`config.mk`:
```
export PLATFORM = sky130hd
export DESIGN_NAME = adc_sequencer
export DESIGN_NICKNAME = d
export VERILOG_FILES = /design/src/rtl/adc_sequencer.sv
export SDC_FILE = /design/constraint.sdc
export NUM_CORES = 1
export LEC_CHECK = 0
export BUFFER_PORTS_ARGS = -buffer_cell sky130_fd_sc_hd__buf_2
export CAP_MARGIN = 20
export CORE_ASPECT_RATIO = 0.9
export CORE_MARGIN = 2
export CORE_UTILIZATION = 59
export CTS_BUF_LIST = sky130_fd_sc_hd__clkbuf_2 sky130_fd_sc_hd__clkbuf_4 sky130_fd_sc_hd__clkbuf_8
export CTS_CLUSTER_SIZE = 30
export DETAILED_ROUTE_END_ITERATION = 8
export GPL_ROUTABILITY_DRIVEN = 0
export GPL_TIMING_DRIVEN = 0
export PLACE_DENSITY = 0.95
export SYNTH_ARGS = -nofsm -noshare
export SYNTH_HDL_FRONTEND = slang
export SYNTH_SLANG_ARGS = --single-unit
```
`constraint.sdc`:
```
create_clock -name clk_adc_clk -period 6.2 [get_ports clk_adc_clk]
set_input_delay 0.93 -clock clk_adc_clk [delete_from_list [all_inputs] [get_ports clk_adc_clk]]
set_output_delay 0.93 -clock clk_adc_clk [all_outputs]
set_load 0.05 [all_outputs]
```
`src/rtl/adc_sequencer.sv`:
```
// adc_sequencer: walks a fixed list of ADC channels, issues one conversion
// command at a time, averages 2^OSR_LOG2 matching responses per slot and
// presents each averaged result on a valid/ready output with sticky
// overrun and channel-mismatch flags.
module adc_sequencer #(
  parameter int          NUM_CH   = 4,
  parameter logic [39:0] CH_LIST  = 40'({5'd3, 5'd2, 5'd1, 5'd0}),
  parameter int          DATA_W   = 12,
  parameter int          OSR_LOG2 = 0
) (
  input  logic              clk_adc_clk,
  input  logic              reset_reset,
  input  logic              enable,
  output logic              cmd_valid,
  output logic [4:0]        cmd_channel,
  output logic              cmd_startofpacket,
  output logic              cmd_endofpacket,
  input  logic              cmd_ready,
  input  logic              rsp_valid,
  input  logic [4:0]        rsp_channel,
  input  logic [DATA_W-1:0] rsp_data,
  output logic              smp_valid,
  output logic [2:0]        smp_index,
  output logic [DATA_W-1:0] smp_data,
  input  logic              smp_ready,
  output logic              overrun,
  output logic              chan_err,
  input  logic              overrun_clr,
  input  logic              err_clr,
  output logic              busy
);

  // Accumulator has OSR_LOG2 headroom bits so a full set of samples cannot wrap.
  localparam int         ACC_W     = DATA_W + OSR_LOG2;
  localparam logic [4:0] LAST_CNT  = 5'((1 << OSR_LOG2) - 1);
  localparam logic [2:0] LAST_SLOT = 3'(NUM_CH - 1);

  typedef enum logic [1:0] {IDLE, CMD, WAIT} state_t;

  state_t            state;
  logic [2:0]        slot;
  logic [4:0]        cnt;
  logic [ACC_W-1:0]  acc;

  logic [4:0]        ch_tab [8];
  logic [ACC_W-1:0]  sum;
  logic [DATA_W-1:0] result;
  logic [2:0]        slot_inc;
  logic [2:0]        slot_after;
  logic              match;
  logic              take;
  logic              load;
  logic              mismatch;

  // Unpack the channel list into one entry per slot; unused slots read 0.
  generate
    for (genvar gi = 0; gi < 8; gi++) begin : g_tab
      assign ch_tab[gi] = CH_LIST[gi*5 +: 5];
    end
  endgenerate

  // Response qualification, averaging arithmetic and next-slot selection.
  always_comb begin
    sum        = acc + ACC_W'(rsp_data);
    result     = DATA_W'(sum >> OSR_LOG2);
    slot_inc   = (slot == LAST_SLOT) ? 3'd0 : slot + 3'd1;
    match      = (rsp_channel == ch_tab[slot]);
    take       = (state == WAIT) && rsp_valid && match;
    mismatch   = (state == WAIT) && rsp_valid && !match;
    load       = take && (cnt == LAST_CNT);
    slot_after = load ? slot_inc : slot;
  end

  // Scan FSM with registered command/result outputs and sticky error flags.
  always_ff @(posedge clk_adc_clk) begin
    if (reset_reset) begin
      state             <= IDLE;
      slot              <= 3'd0;
      cnt               <= 5'd0;
      acc               <= '0;
      busy              <= 1'b0;
      cmd_valid         <= 1'b0;
      cmd_channel       <= 5'd0;
      cmd_startofpacket <= 1'b0;
      cmd_endofpacket   <= 1'b0;
      smp_valid         <= 1'b0;
      smp_index         <= 3'd0;
      smp_data          <= '0;
      overrun           <= 1'b0;
      chan_err          <= 1'b0;
    end else begin
      // A set event in the same cycle as a clear keeps the flag high.
      if (load && smp_valid && !smp_ready) overrun <= 1'b1;
      else if (overrun_clr)                overrun <= 1'b0;

      if (mismatch)     chan_err <= 1'b1;
      else if (err_clr) chan_err <= 1'b0;

      // A fresh result always overwrites the output register.
      if (load) begin
        smp_valid <= 1'b1;
        smp_data  <= result;
        smp_index <= slot;
      end else if (smp_valid && smp_ready) begin
        smp_valid <= 1'b0;
      end

      case (state)
        IDLE: begin
          slot <= 3'd0;
          cnt  <= 5'd0;
          acc  <= '0;
          if (enable) begin
            state             <= CMD;
            busy              <= 1'b1;
            cmd_valid         <= 1'b1;
            cmd_channel       <= ch_tab[0];
            cmd_startofpacket <= 1'b1;
            cmd_endofpacket   <= (LAST_SLOT == 3'd0);
          end
        end
        CMD: begin
          // Command stays presented until accepted, regardless of enable.
          if (cmd_ready) begin
            cmd_valid <= 1'b0;
            state     <= WAIT;
          end
        end
        WAIT: begin
          if (rsp_valid) begin
            if (!match) begin
              // Reissue the same slot; channel/SOP/EOP registers still hold it.
              state     <= CMD;
              cmd_valid <= 1'b1;
            end else begin
              if (load) begin
                acc  <= '0;
                cnt  <= 5'd0;
                slot <= slot_inc;
              end else begin
                acc <= sum;
                cnt <= cnt + 5'd1;
              end
              if (enable) begin
                state             <= CMD;
                cmd_valid         <= 1'b1;
                cmd_channel       <= ch_tab[slot_after];
                cmd_startofpacket <= (slot_after == 3'd0);
                cmd_endofpacket   <= (slot_after == LAST_SLOT);
              end else begin
                state <= IDLE;
                busy  <= 1'b0;
                slot  <= 3'd0;
                cnt   <= 5'd0;
                acc   <= '0;
              end
            end
          end
        end
        default: begin
          state <= IDLE;
          busy  <= 1'b0;
        end
      endcase
    end
  end

endmodule

```
* Yosys cells after proc, flatten, opt, wreduce, memory -nomap -nowiden
Memories as Yosys holds them, arrays and structs flattened.
Index checks and enable logic that the tools add are counted.
W data, S select, Z words.
** Cells by class
- $add $sub $neg :: 3
- $lt $le $gt $ge :: 2
- Equal/unequal tests :: 11
- Mux-type cells :: 56
- Bitwise gates (word level) :: 3
- Reduce and logical (&&, ||, !) cells :: 22
** Operators with widths (number)
- $mux W5 :: 12
- $mux W12 :: 4
- $pmux W12 S2 :: 1
- $mux W1 :: 23
- $pmux W5 S2 :: 2
- $mux W3 :: 5
- $add A12 B12 Y12 :: 1
- $ne A2 B2 Y1 const B :: 6
- $reduce_and A5 Y1 :: 2
- $reduce_and A3 Y1 :: 3
- $ge A4 B4 Y1 const B :: 2
- $not A3 Y4 :: 2
- $reduce_bool A2 Y1 :: 4
- $logic_and A1 B1 Y1 :: 7
- $eq A3 B2 Y1 const B :: 2
- $mux W2 :: 3
- $pmux W1 S3 :: 2
- $pmux W2 S3 :: 1
- $pmux W3 S2 :: 1
- $add A5 B1 Y5 const B :: 1
- $eq A5 B5 Y1 :: 1
- $logic_not A5 Y1 :: 1
- $pmux W1 S2 :: 2
- $add A3 B1 Y3 const B :: 1
- 7 further kinds :: 8
** Storage, ports and cells
- Register bits :: 49
- ROM bits :: 80
- Input port bits :: 25
- Output and inout bits :: 27
- Logic and storage cells :: 113
- Memories :: 2
** Memory list
- (no name shown) :: words 8, bits a word 5, read ports 1, clocked after memory_dff 0, write ports 0, RTL line 147 : cmd_channel <= ch_tab[slot_after];
- (no name shown) :: words 8, bits a word 5, read ports 1, clocked after memory_dff 0, write ports 0, RTL line 67 : match = (rsp_channel == ch_tab[slot]);

* Logic depth before layout (Yosys ltp)
- Word-level depth :: 16
- Mapped depth :: 10
- Mapped depth without buffers :: 8

* Worst setup path before layout
No wires, ideal clock.
- Path kind :: input -> register
- From :: input rsp_data[0]
- To :: register acc[8]
- Library setup time :: 122 ps
- Arrival time :: 2820 ps
- Data required time :: 6078 ps
- Path slack :: 3258 ps
- Stages :: 8
- Buffers on the path :: 0
- Cells stage by stage :: ha_1 > fa_1 > a21o_1 > a21oi_1 > o21ai_0 > o41ai_1 > nor4_1 > a311o_1
** Between the ends
- Longest elaborated chain between the ends :: 6
** RTL lines
- start, declared :: RTL line 21 : input logic [DATA_W-1:0] rsp_data,
- $add A12 B12 Y12 :: RTL line 64 : sum = acc + ACC_W'(rsp_data);
- $mux W12 :: RTL line 136 : if (load) begin
- $mux W12 :: RTL line 144 : if (enable) begin
- $mux W12 :: RTL line 131 : if (!match) begin
- $mux W12 :: RTL line 130 : if (rsp_valid) begin
- $pmux W12 S2 :: RTL line 108 : case (state)
- end signal, assigned :: RTL line 141 : acc <= sum;
- end, declared :: RTL line 43 : logic [ACC_W-1:0] acc;
Every way passes these cells. The select of a mux whose other input is x is not followed.
A chain may end at the register's enable or synchronous reset.

* Final worst setup path
Same ends and word-level chain as after synthesis.

==> impl_metrics.json <==
{
  "clock_power_share_pct": 28.0,
  "drt-vias-per-instance": 6.03,
  "drtIter0Drc": 261,
  "fin_cells": 440,
  "min_from": "smp_data[1]",
  "crit_path_start": "rsp_data[0]",
  "dpl-instance-area_mm2": 0.00307,
  "crit_fanout": 4,
  "clock_path_buffers": 2,
  "synth-edff-count": 0,
  "cts_inserted_buffers": 5,
  "core-area_mm2": 0.00446,
  "syn_to_final_growth_pct": 15.3,
  "r2r_start": "acc[0]",
  "yosysSeqAreaShare_pct": 33.6,
  "crit_arrival_ns": 3.32,
  "num-fill-cells": 328,
  "ctsResizeCount": 0,
  "status": "completed",
  "post-route-drc-count": 0,
  "required_ns": 6.41,
  "fp-row-count": 23,
  "clkTransAtPathRegs_ns": 0.10,
  "hold_viol": 0,
  "grt_overflow": 0,
  "period_share_pct": 50.2,
  "p_leak_nw": 1.36,
  "firstDrtPassIters": 5,
  "finalSetupTns_ns": 0,
  "power_uw": 699,
  "power_frac_seq_pct": 45.2,
  "synth_top_area_cell": "dfxtp_1",
  "grt_pass1_wl_mm": 10.8,
  "grt_max_degree": 17,
  "switchingPower_uw": 250,
  "endpoint": "acc[8]",
  "die_area_mm2": 0.00521,
  "critPathKind": "input port to flop",
  "post_cts_buffers": 0,
  "syn_inst": 320,
  "p_int_uw": 449,
  "max_freq_ghz": 0.321,
  "maxCapViolations": 0,
  "routed-via-count": 2654,
  "drv_slew": 0,
  "synth-seq-cells": 46,
  "vdd_ir_drop_max_mv": 0.171,
  "cts_tree": "done",
  "synth_top_cell_area_share_pct": 33.6,
  "p_comb_share_pct": 26.8,
  "io_buffers": 48,
  "cts_root_buf": "clkbuf_8",
  "final_nets": 422,
  "startpoint_type": "input port",
  "power.share.switching_pct": 35.8,
  "ys.flop_type": "dfxtp_1",
  "grt_pass1_vias": 2344,
  "synth-async-reset-ratio_pct": 0,
  "powerDensity_mw_per_mm2": 221,
  "grt_usage_pct": 27.5,
  "utilization_pct": 70.9,
  "die_width_um": 75.9,
  "synthTopCellsByArea": "dfxtp_1 34%, ha_1 8.7%, a21oi_1 6.0%, nand2_1 5.1%, nor2_1 3.6%",
  "wire_per_inst_um": 15.8,
  "ff2ff_path_depth": 8,
  "insertedDiodeCount": 0,
  "avgSynthCellArea_um2": 8.57,
  "fp.dieH_um": 68.7,
  "dpl.cell_count": 432,
  "htreeDepth": 2,
  "detail-route-antenna-nets": 0,
  "r2r_slack_ns": 3.48,
  "hold_buffers": 0,
  "drt-total-wl_mm": 6.93,
  "ios": 52,
  "finish.instance_area_mm2": 0.00316,
  "synth_area_mm2": 0.00274,
  "min_period_ns": 3.11,
  "synth_cell_type_count": 64,
  "clkLatencyLatePin_ns": 0.31,
  "finalClockSkew_ns": 0.00920,
  "antenna_found_initial": 0,
  "initial_core_util_pct": 61.5,
  "hp-class": "flop to flop",
  "slew_headroom_pct": 51.1,
  "rsz0062_at_grt": "false",
  "endpoint_kind": "flop",
  "final-setup-viol-count": 0,
  "timing.rr.end": "acc[8]",
  "clock_sinks": 46,
  "ys_warn_count": 0,
  "drive_above_1_share_pct": 21.2,
  "worst_pin_slew_ns": 0.724,
  "dp_hpwl_mm": 4.99
}
## per-layer routing
metal | vias up | global-route usage (%) | share of wire (%)
li1 | 1267 | - | -
met4 | 0 | 10.1 | 1.8
met1 | 1258 | 35.8 | 44
met5 | - | 0 | 0
met2 | 114 | 45.4 | 48
met3 | 15 | 5.23 | 6.8
## power groups by stage
stage                     logic [mW]  registers (mW)  clock network (mW)
after CTS                      0.185           0.316               0.195
after detailed placement       0.184           0.323                   0
after floorplan                0.110           0.349                   0
after global placement         0.178           0.322                   0
after global routing           0.203           0.318               0.208
final                          0.187           0.316               0.195
## synth_stat cells (2+ instances only)
library cell / number
buf_2: 3
a21o_1: 4
o41ai_1: 2
and4_1: 2
o21a_1: 2
nor3b_1: 2
and2_1: 2
clkbuf_1: 8
xor2_1: 2
nand4_1: 4
nand3b_1: 3
nor3_1: 12
xnor2_1: 4
buf_6: 2
a22oi_1: 9
dfxtp_1: 46
a31oi_1: 3
nand2b_1: 2
nor2_1: 26
nand3_1: 8
o311ai_0: 3
o22ai_1: 2
a2111oi_4: 2
inv_1: 17
mux2i_1: 3
nand2_1: 37
a211oi_1: 6
nor2b_1: 5
nor4_1: 3
buf_4: 6
a21oi_1: 33
o21ai_0: 5
and3_1: 3
ha_1: 19
## logic make-up (layout without fill, tap and decap cells)
logic type                 after synthesis  in the layout  share of synthesized area, %
AOI/OAI and AO/OA                       87             87                          23.7
DFF                                     46             46                          33.6
muxes                                    3              3                          1.09
xor gates and xnor gates                 6              6                          1.92
buffers and inverters                   36             92                          6.43
other                                    1              3                         0.137
and+or+nand+nor                        120            120                          23.4
adders and majority gates               21             21                          9.76
## layout make-up
cell class | instances | area [um^2] | share of cell area (%)
clock buffers | 5 | 68.8 | 2.18
repair buffers | 48 | 240 | 7.60
multi-input cells | 240 | 1650 | 52.3
inverters | 17 | 63.8 | 2.02
plain buffers | 19 | 113 | 3.56
well taps | 62 | 77.6 | 2.45
clock inverters | 3 | 25.0 | 0.791
flip-flops and latches | 46 | 921 | 29.1
## critical path, stage by stage
cell and delay, ns:
buf_2 0.10, ha_1 0.22, fa_1 0.41, a21o_1 0.20, a21oi_1 0.28, o21ai_0 0.15, o41ai_1 0.61, nor4_1 0.09
a311o_1 0.33
## through the flow
| stage | hold slack [ns] | setup slack (ns) |
|---|---|---|
| floorplan | 0.464 | 3.26 |
| global placement | 0.438 | 2.81 |
| detailed placement | 0.443 | 2.77 |
| CTS | 0.462 | 3.10 |
| global route | 0.480 | 2.89 |
| finish | 0.466 | 3.09 |
## flip-flops by register name (all words and copies together) (netlist names), 2 cells and up
signal       count
cmd_channel      2
acc             12
smp_data        12
cnt              5
slot             3
state            2
smp_index        3
## cells in the final DEF (no fill, tap or decap), types with 3 or more instances in the layout
cell type / n
a21o_1: 4
nand3_1: 8
nand3b_1: 3
a22oi_1: 9
nor3_1: 12
and3_1: 3
clkbuf_8: 5
inv_1: 17
clkbuf_1: 8
nor2b_1: 5
conb_1: 3
ha_1: 19
a31oi_1: 3
a211oi_1: 6
o21ai_0: 5
nor4_1: 3
o311ai_0: 3
xnor2_1: 4
a21oi_1: 33
dfxtp_1: 46
nand2_1: 37
buf_4: 6
nor2_1: 26
buf_2: 51
nand4_1: 4
mux2i_1: 3
## worst min path at each step
stage / end / slack (ns) / depth (start not counted)
floorplan: acc[10] / 0.46 / 2
global placement: cmd_channel[0] / 0.44 / 2
detailed placement: smp_index[1] / 0.44 / 2
CTS: smp_data[1] / 0.46 / 2
global route: smp_data[1] / 0.48 / 2
finish: smp_data[1] / 0.47 / 2
(Power assumes the default switching activity.)
